### config.mk
export PLATFORM = sky130hd
export DESIGN_NAME = rs485_uart_tx
export DESIGN_NICKNAME = d
export VERILOG_FILES = /design/src/rtl/rs485_pkg.sv /design/src/rtl/uart_bit_timer.sv /design/src/rtl/rs485_uart_tx.sv
export SDC_FILE = /design/constraint.sdc
export NUM_CORES = 1
export LEC_CHECK = 0
export CAP_MARGIN = 20
export CORE_UTILIZATION = 45
export CTS_CLUSTER_DIAMETER = 80
export CTS_CLUSTER_SIZE = 12
export DETAILED_ROUTE_END_ITERATION = 8
export PLACE_DENSITY = 0.66
export SETUP_SLACK_MARGIN = 0.4
export SYNTH_ARGS = -nofsm -noshare
export SYNTH_HDL_FRONTEND = slang
export SYNTH_SLANG_ARGS = --single-unit
### constraint.sdc
create_clock -name clock -period 2.61 [get_ports clock]
set_clock_uncertainty 0.1 [all_clocks]
set_input_delay 0.522 -clock clock [delete_from_list [all_inputs] [get_ports clock]]
set_output_delay 0.522 -clock clock [all_outputs]
set_load 0.03 [all_outputs]
### src/rtl/rs485_pkg.sv
// Shared definitions for the RS485 UART transmitter and matching receiver.
package rs485_pkg;

  typedef enum logic [2:0] {
    IDLE  = 3'd0,
    LEAD  = 3'd1,
    START = 3'd2,
    DATA  = 3'd3,
    STOP  = 3'd4,
    TAIL  = 3'd5
  } tx_state_e;

  localparam int unsigned DATA_BITS            = 8;
  // 50 MHz board clock at 115200 baud
  localparam int unsigned CLKS_PER_BIT_DEFAULT = 434;

  // Counter width able to hold values 0..n-1, never narrower than one bit
  function automatic int unsigned ctr_width(input int unsigned n);
    return (n > 1) ? $clog2(n) : 1;
  endfunction

endpackage

### src/rtl/uart_bit_timer.sv
// Bit-time generator: one-cycle tick every CLKS_PER_BIT enabled cycles after load.
module uart_bit_timer
  import rs485_pkg::*;
#(
  parameter int unsigned CLKS_PER_BIT = CLKS_PER_BIT_DEFAULT
) (
  input  logic clock,
  input  logic reset,
  input  logic load,
  input  logic en,
  output logic tick
);

  localparam int unsigned     BW     = ctr_width(CLKS_PER_BIT);
  localparam logic [BW-1:0]   RELOAD = BW'(CLKS_PER_BIT - 1);

  logic [BW-1:0] cnt_q, cnt_d;

  assign tick = en && !load && (cnt_q == '0);

  // Down-counter reloads on load and on every terminal count
  always_comb begin
    cnt_d = cnt_q;
    if (load) begin
      cnt_d = RELOAD;
    end else if (en) begin
      cnt_d = (cnt_q == '0) ? RELOAD : cnt_q - BW'(1);
    end
  end

  // Counter register with synchronous reset
  always_ff @(posedge clock) begin
    if (reset) begin
      cnt_q <= '0;
    end else begin
      cnt_q <= cnt_d;
    end
  end

endmodule

### src/rtl/rs485_uart_tx.sv
// 8N1 LSB-first UART transmitter with RS485 driver/receiver enable control.
module rs485_uart_tx
  import rs485_pkg::*;
#(
  parameter int unsigned CLKS_PER_BIT = CLKS_PER_BIT_DEFAULT,
  parameter int unsigned DE_LEAD_BITS = 1,
  parameter int unsigned DE_TAIL_BITS = 1
) (
  input  logic       clock,
  input  logic       reset,
  input  logic       uart_tx_sig,
  input  logic [7:0] uart_tx_data,
  input  logic       r2t_delay,
  output logic       uart_idle,
  output logic       txd,
  output logic       de,
  output logic       re_n,
  output logic       tx_done
);

  localparam int unsigned   MULT_MAX  = (DE_LEAD_BITS > DE_TAIL_BITS) ? DE_LEAD_BITS : DE_TAIL_BITS;
  localparam int unsigned   MW        = ctr_width(MULT_MAX);
  localparam logic [MW-1:0] LEAD_LAST = MW'(DE_LEAD_BITS - 1);
  localparam logic [MW-1:0] TAIL_LAST = MW'(DE_TAIL_BITS - 1);
  localparam logic [2:0]    BIT_LAST  = 3'(DATA_BITS - 1);

  tx_state_e     state_q;
  logic [7:0]    shift_q;
  logic [2:0]    bit_cnt_q;
  logic [MW-1:0] mult_cnt_q;
  logic          txd_q;
  logic          de_q;
  logic          idle_q;
  logic          done_q;
  logic          accept;
  logic          bit_tick;

  assign accept    = (state_q == IDLE) && uart_tx_sig;
  assign uart_idle = idle_q;
  assign txd       = txd_q;
  assign de        = de_q;
  // Receiver is disabled exactly while the driver is enabled
  assign re_n      = de_q;
  assign tx_done   = done_q;

  uart_bit_timer #(
    .CLKS_PER_BIT(CLKS_PER_BIT)
  ) u_bit_timer (
    .clock(clock),
    .reset(reset),
    .load (accept),
    .en   (state_q != IDLE),
    .tick (bit_tick)
  );

  // Frame sequencer; outputs are registered from the next-state decision.
  // r2t_delay only matters in the accept cycle, so it selects LEAD/START
  // directly instead of being held for the whole frame.
  always_ff @(posedge clock) begin
    if (reset) begin
      state_q    <= IDLE;
      shift_q    <= '0;
      bit_cnt_q  <= '0;
      mult_cnt_q <= '0;
      txd_q      <= 1'b1;
      de_q       <= 1'b0;
      idle_q     <= 1'b1;
      done_q     <= 1'b0;
    end else begin
      done_q <= 1'b0;
      case (state_q)
        IDLE: begin
          if (uart_tx_sig) begin
            shift_q    <= uart_tx_data;
            bit_cnt_q  <= '0;
            mult_cnt_q <= '0;
            de_q       <= 1'b1;
            idle_q     <= 1'b0;
            if (r2t_delay && (DE_LEAD_BITS != 0)) begin
              state_q <= LEAD;
              txd_q   <= 1'b1;
            end else begin
              state_q <= START;
              txd_q   <= 1'b0;
            end
          end
        end
        LEAD: begin
          if (bit_tick) begin
            if (mult_cnt_q == LEAD_LAST) begin
              mult_cnt_q <= '0;
              state_q    <= START;
              txd_q      <= 1'b0;
            end else begin
              mult_cnt_q <= mult_cnt_q + MW'(1);
            end
          end
        end
        START: begin
          if (bit_tick) begin
            state_q <= DATA;
            txd_q   <= shift_q[0];
          end
        end
        DATA: begin
          if (bit_tick) begin
            if (bit_cnt_q == BIT_LAST) begin
              state_q <= STOP;
              txd_q   <= 1'b1;
            end else begin
              bit_cnt_q <= bit_cnt_q + 3'd1;
              shift_q   <= {1'b0, shift_q[7:1]};
              txd_q     <= shift_q[1];
            end
          end
        end
        STOP: begin
          if (bit_tick) begin
            if (DE_TAIL_BITS != 0) begin
              state_q <= TAIL;
            end else begin
              state_q <= IDLE;
              de_q    <= 1'b0;
              idle_q  <= 1'b1;
              done_q  <= 1'b1;
            end
          end
        end
        TAIL: begin
          if (bit_tick) begin
            if (mult_cnt_q == TAIL_LAST) begin
              mult_cnt_q <= '0;
              state_q    <= IDLE;
              de_q       <= 1'b0;
              idle_q     <= 1'b1;
              done_q     <= 1'b1;
            end else begin
              mult_cnt_q <= mult_cnt_q + MW'(1);
            end
          end
        end
        default: begin
          state_q <= IDLE;
          txd_q   <= 1'b1;
          de_q    <= 1'b0;
          idle_q  <= 1'b1;
        end
      endcase
    end
  end

endmodule
# == Word-level counts from Yosys, hierarchy flattened ==
# Index checks and enable logic that the tools add are counted.
# word_totals
latch_bits,0
ramBits,0
romBits,0
mem_count,0
ff_bits,28
elab_cells,94
out_inout_bits,5
# op_classes
div_mod_pow,0
n_eq_ne,17
n_mux,40
n_addsub,3
shifts,0
multipliers,0
order_cmp,0
bitwise,4
n_reduce_logical,20
# ops
cell,n
3-bit two-way mux,12
9-bit two-way mux,3
8-bit two-way mux,3
"2-bit inequality test, second input constant",10
3-bit case mux with 6 select lines,1
8-bit case mux with 2 select lines,1
1-bit two-way mux,14
"3-bit equality test, second input constant",3
9-bit zero test,1
9-bit AND reduction,1
"9-bit by 1-bit subtractor with 9-bit output, second input constant",1
4-bit AND reduction,2
"3-bit by 2-bit equality test with 1-bit output, second input constant",2
1-bit case mux with 3 select lines,2
3-bit case mux with 2 select lines,1
6-bit AND reduction,1
2-bit nonzero test,3
2-bit OR reduction,3
1-bit case mux with 5 select lines,1
1-bit NOT,4
4-bit OR reduction,1
"3-bit by 1-bit adder with 3-bit output, second input constant",1
"3-bit by 1-bit equality test with 1-bit output, second input constant",1
1-bit logical AND,3
other kinds (9),9

# == Logic depth before layout (Yosys ltp) ==
# Gate-level depths: netlist of the first run.
# logic_depth
word_depth,7
depth_mapped,7
depth_no_buf,6

# == By module ==
# From an unflattened synthesis of the first run, not the netlist that was laid out.
# hier_totals
hier_cells,148
hier_area_um2,1440.1
# by_module_without_submodules
mod,cells_per_inst,area_each_um2,n_inst,seq_area_each_um2
rs485_uart_tx,99,974.7,1,360.3
uart_bit_timer,49,465.4,1,180.2

# == Least setup slack after synthesis of the first run ==
# OpenSTA, ideal clock, no wires.
# synth_path
path_kind,in2reg
start,input port uart_tx_sig
end,register bit_cnt_q[0]
setup_slack_ps,794
t_arrival_ps,1645
path_buffers,0
stages,4
cell_sequence,or4b_4 > o21a_4 > or4_1 > a21oi_1
# synth_via
elab_chain_len,6
elab_cells_between_ends,7
cone_classes,2 x eq/ne; 5 x reduce/logical
# synth_rtl
element,line,source
from (decl),rs485_uart_tx.sv:11,"input logic uart_tx_sig,"
1-bit logical AND,rs485_uart_tx.sv:38,assign accept = (state_q == IDLE) && uart_tx_sig;
1-bit zero test,uart_bit_timer.sv:19,assign tick = en && !load && (cnt_q == '0);
1-bit logical AND (2 in a row),uart_bit_timer.sv:19,
2-bit inequality test (no line),--,
4-bit AND reduction (no line) (*),--,
to (signal assigned),rs485_uart_tx.sv:111,bit_cnt_q <= bit_cnt_q + 3'd1;
to (decl),rs485_uart_tx.sv:29,logic [2:0] bit_cnt_q;
# Every way passes the cells marked *; elsewhere a longest branch is shown, timed or not.
# A chain may end at the register's enable or synchronous reset.

# == Final worst setup path of the first run ==
# layout_path
start,register u_bit_timer.cnt_q[0]
end,register bit_cnt_q[0]
# layout_via
elab_chain_len,4
# layout_rtl
element,line,source
from (decl),uart_bit_timer.sv:17,"logic [BW-1:0] cnt_q, cnt_d;"
from (signal assigned),uart_bit_timer.sv:36,cnt_q <= cnt_d;
9-bit zero test,uart_bit_timer.sv:19,
1-bit logical AND,uart_bit_timer.sv:19,
2-bit inequality test (no line),--,
4-bit AND reduction (no line),--,
# Every way passes these cells.

==> impl_metrics.toml, run 1 <==
[worst_setup_path]
cp-end-kind = "flip-flop"
criticalPathCategory = "flip-flop to flip-flop"
critical_path.max_fanout = 6
cp.required_ps = 2770
worstPathArrival_ps = 2320
rrSetupSlack_ps = 450
crit_path_start_kind = "flip-flop"

[die]
die-area_um2 = 3393
initial_utilization_pct = 47.02
die_y_um = 58.25
core_um2 = 3028
die_w_um = 58.25
ios = 17
rows = 20

[sta]
rsz0062_at_grt = "yes"
fmax_mhz = 463.4
drv_slew = 0
setup_slack_ps = 452.2
tightest_slew_ps = 759.2
setup_viol = 0
hold_viol = 0
finalCriticalPeriod_ps = 2158
slew_headroom_pct = 49.23
fin_setup_tns_ps = 0
whs_ps = 383.8
period_share_pct = 82.67

[pwr]
power_density_nw_per_um2 = 611.8
vdd.ir_drop.worst_mv = 0.3801
power.leakage_nw = 0.6324
total_power_mw = 1.015

[logic_synthesis]
yosysMostFrequentCell = "dfxtp_1"
ys_types = 43
synth_top_area_share_pct = 37.96
syn_nets = 184
synth_area_um2 = 1424
ys.warnings.count = 0
postSynthCellCount = 168
synth-xor-area-share_pct = 3.076
synthArstFlopShare_pct = 0
avgSynthCellArea_um2 = 8.475
synth_top_family_by_area = "simple AND/OR/NAND/NOR gates"
yosys.area.top_type = "dfxtp_1"
yosys.area_share.adder_pct = 3.515
synthSimpleGateAreaFrac_pct = 23.46
synth_seq_cells = 27
yosys-top-cells-count = "dfxtp_1 (27), a21oi_1 (21), nor2_1 (13), o21ai_0 (13)"
synth-edff-count = 0
muxShareOfSynthArea_pct = 6.327
synth_compound_area_share_pct = 21.62
synth-main-ff-cell = "dfxtp_1"
yosysSeqAreaShare_pct = 37.96
synthTopCellsByArea = "dfxtp_1 (38%), a21oi_1 (7.4%), mux2i_1 (6.3%)"

[cts]
clock_latency_ps = 330
numCtsBuffers = 3
clkSinkCount = 27
hold_buffers = 0
cts_resized = 1
clk_path_buf_depth = 2
htreeDepth = 1
cts_setup_buffers = 0
root_buffer = "clkbuf_4"
cts.clk_slew.worst_paths_ps = 160
cts_tree = "built"

[finish]
syn_to_final_growth_pct = 16.52
num_antenna_cells = 0
drive_above_1_share_pct = 7.143
nets = 199

[global_route]
grtUsageMet3_pct = 4.241
antenna_found_initial = 0
met1_usage_pct = 28.35
grt_pass1_vias = 1235
busiest_layer = "met2"
grt_use_met2_pct = 33.99
overflow = 0
track_usage_pct = 20.73
grt_start_max_net_pins = 28
grt_pass1_wl_mm = 5.499

[detailed_routing]
routedWlPerCell_um = 14.18
vias = 1306
wl_mm = 3.204
post-route-drc-count = 0
postRouteAntennaNets = 0
firstDrtPassIters = 4
vias_per_cell = 5.779
drt_iter0_markers = 52

[worst_hold_path]
min_path_type = "flip-flop to flip-flop"

[run]
maxCapViolCount = 0

[placed_design]
gp_congestion = 0.8558
dp_slack_ps = 162.7
hpwl_mm = 2.228
port_buffers = 16

[outcome]
run_status = "finished clean"
[worst paths after layout]
kind	startpoint	endpoint	depth (start not counted)
max	u_bit_timer.cnt_q[0]$_SDFFE_PP0P_	bit_cnt_q[0]$_SDFFE_PP0P_	6
min	shift_q[5]$_SDFFE_PP0P_	shift_q[5]$_SDFFE_PP0P_	2
max reg2reg	u_bit_timer.cnt_q[0]$_SDFFE_PP0P_	bit_cnt_q[0]$_SDFFE_PP0P_	6
min reg2reg	shift_q[5]$_SDFFE_PP0P_	shift_q[5]$_SDFFE_PP0P_	2
[final cells by class]
| class | instances | area (µm²) |
|---|---|---|
| inverter | 4 | 15.01 |
| fill | 301 | 1369 |
| sequential | 27 | 540.5 |
| multi-input combinational | 127 | 832.0 |
| tap | 44 | 55.05 |
| timing repair buffer | 20 | 190.2 |
| clock buffer | 4 | 26.28 |
[state kept, by name (all words and copies together), names as in the netlist]
register           count
bit_cnt_q              3
uart_idle              1
u_bit_timer.cnt_q      9
de                     1
tx_done                1
shift_q                8
state_q                3
txd                    1
[where the power goes]
group | switching (mW) | internal [mW] | total [mW] | leakage, nW
logic | 0.183 | 0.139 | 0.322 | 0.396
clock network | 0.125 | 0.0599 | 0.185 | 0.0150
registers | 0.0499 | 0.458 | 0.508 | 0.222
total | 0.358 | 0.657 | 1.02 | 0.632
[layer usage]
metal,wire length [µm],vias up
met5,0,-
met4,27,0
met3,180,4
met2,1540,40
met1,1454,608
li1,-,654
[cells in the final DEF (no fill, tap or decap), types with 2 or more instances in the layout]
cell,count
o31ai_1,2
a21oi_1,21
nand2_1,5
or4_1,3
a2111oi_0,2
or3_1,9
o21ai_1,3
nor2b_1,2
nor3_1,7
nand3_1,4
xor2_1,3
inv_1,4
clkdlybuf4s50_1,16
dfxtp_1,27
ha_1,4
o21ai_0,13
buf_4,4
mux2i_1,9
xnor2_1,2
clkbuf_4,3
nor2_1,13
nand4_1,5
[metrics by stage]
stage                     instances  util (%)  instance area [µm²]
final                           226     54.79                 1659
after global routing            226     54.79                 1659
after CTS                       226     54.79                 1659
after detailed placement        222     53.72                 1627
after global placement          222     53.72                 1627
after floorplan                 168         -                 1424
[logic make-up after synthesis]
logic type	after synthesis
simple gates	58
compound gates	51
flops	27
buf+inv	14
mux	9
xor+xnor	5
fa+ha+maj	4
[critical path, cell delays in order, from the launching register on]
cell and delay (ps):
dfxtp_1 380, inv_1 90, ha_1 190, nor2b_1 290
nand3_1 300, or4_1 580, a21oi_1 160
(Power assumes the default switching activity.)
==> run 2: changes to the inputs <==
clock period = 2.1 ns   (was 2.61 ns; I/O delays follow)
==> impl_metrics.toml, run 2 (synthesis gave the netlist of run 1 again) <==
[sta]
setup_slack_ps = 198.9
rsz0062_at_grt = "yes"
fin_setup_tns_ps = 0
drv_slew = 0
period_share_pct = 90.53
setup_viol = 0
whs_ps = 370.4
tightest_slew_ps = 402.2
finalCriticalPeriod_ps = 1901
fmax_mhz = 526.0
slew_headroom_pct = 72.49
hold_viol = 0

[outcome]
run_status = "finished clean"

[detailed_routing]
routedWlPerCell_um = 18.30
vias = 1593
vias_per_cell = 5.989
drt_iter0_markers = 148
firstDrtPassIters = 4
wl_mm = 4.869
post-route-drc-count = 0
postRouteAntennaNets = 0

[placed_design]
hpwl_mm = 2.414
port_buffers = 16
dp_slack_ps = -190.5
placed_cell_area_um2 = 1685
gp_congestion = 0.9034

[worst_setup_path]
crit_family = "simple AND/OR/NAND/NOR gates"
critical_path.max_fanout = 6
cp_slowest_cell = "or4b_4"
cp_slowest_stage_delay_ps = 540
rrSetupSlack_ps = 200
crit_path_start_kind = "flip-flop"
cp-end-kind = "flip-flop"
worstPathArrival_ps = 2100
criticalPathCategory = "flip-flop to flip-flop"
cp_num_buf_inv = 2
crit_top_cell = "buf_6"
crit_chain = "or4b_4, buf_6, buf_6, o21a_4, or3_4, a21oi_2"
cp.required_ps = 2290

[finish]
layout_commonest_cell = "buf_4"
syn_to_final_growth_pct = 53.95
largest_reg_flops = 9
nets = 239
drive_above_1_share_pct = 39.19
largest_register = "u_bit_timer.cnt_q"
final_cell_mix = "buf_4 (32), a21oi_1 (20), dfxtp_1 (20), nor2_1 (12), clkdlybuf4s50_1 (10)"
reg_top3 = "u_bit_timer.cnt_q (9), shift_q (8)"
final_area_um2 = 2192
num_antenna_cells = 0

[die]
die_y_um = 58.25
core_um2 = 3028
ios = 17
die_w_um = 58.25
die-area_um2 = 3393
rows = 20
initial_utilization_pct = 47.02

[global_route]
track_usage_pct = 28.67
grt_pass1_vias = 1569
grt_pass1_wl_mm = 7.300
overflow = 0
antenna_found_initial = 0
grt_start_max_net_pins = 28

[cts]
cts.clk_slew.worst_paths_ps = 160
clock_latency_ps = 340
numCtsBuffers = 3
clkSinkCount = 27
root_buffer = "clkbuf_4"
clk_path_buf_depth = 2
htreeDepth = 1
hold_buffers = 0
cts_tree = "built"

[worst_hold_path]
min_path_type = "flip-flop to flip-flop"

[pwr]
vdd.ir_drop.worst_mv = 0.3381
power.leakage_nw = 0.8724
power_density_nw_per_um2 = 748.9

[run]
maxCapViolCount = 0
## run 2: cell types whose count changed in the layout (fill, tap and decap cells not counted), moves of 3 or more
| cell | change |
|---|---|
| o21ai_0 | -7 |
| buf_6 | +9 |
| o21ai_2 | +7 |
| dfxtp_1 | -7 |
| dfxtp_2 | +4 |
| dlygate4sd2_1 | +6 |
| dfxtp_4 | +3 |
| buf_4 | +28 |
| clkdlybuf4s50_1 | -6 |
## run 2: layer usage
metal / wire, µm / global-route usage [%] / part of all wire [%]
met3: 307 / 5.134 / 6.3
met2: 2402 / 47.62 / 49
met5: 0 / 0 / 0
met1: 2019 / 34.40 / 41
met4: 140 / 17.35 / 2.9
## run 2: worst register-to-register path, cell delays in order (launching register included)
cell     delay, ps
dfxtp_4        390
or4b_4         540
buf_6          140
buf_6          110
o21a_4         130
or3_4          330
a21oi_2        110
## run 2: timing repair
item | CTS | global route
resized for setup | 39 | 29
buffers inserted | 25 | 6
pin swaps | 27 | 21
setup endpoints to repair | 29 | 25
gates cloned | 3 | 0
## run 2: area by class of cell
type	instances	area [µm²]
clock inverter	1	5.005
inverter	4	15.01
sequential	27	556.8
tap	44	55.05
clock buffer	3	22.52
fill	212	835.8
multi-input combinational	130	1044
timing repair buffer	57	494.2
## run 2: per-stage QoR
step                util, %  instances  total power [mW]
finish                72.40        266             1.642
CTS                   67.44        260             1.516
floorplan                 -        168            0.9278
global placement      55.66        228             1.057
detailed placement    55.66        228             1.072
global route          72.40        266             1.714
## run 2: worst paths after layout
check | startpoint | to | depth (start not counted)
setup / recovery | state_q[2]$_SDFFE_PP0P_ | shift_q[6]$_SDFFE_PP0P_ | 6
hold / removal | shift_q[4]$_SDFFE_PP0P_ | shift_q[4]$_SDFFE_PP0P_ | 2
setup reg to reg | state_q[2]$_SDFFE_PP0P_ | shift_q[6]$_SDFFE_PP0P_ | 6
hold reg to reg | shift_q[4]$_SDFFE_PP0P_ | shift_q[4]$_SDFFE_PP0P_ | 2
## run 2: report_power, final
group	internal [mW]	leakage, nW	total [mW]	switching (mW)
sequential	0.571	0.225	0.639	0.0678
combinational	0.367	0.629	0.760	0.392
clock	0.0718	0.0177	0.243	0.171
==> run 3: changes to the inputs <==
TNS_END_PERCENT = 100   (was default)
==> results of run 3 <==
The final DEF is identical to that of run 2; final timing and power are the same.
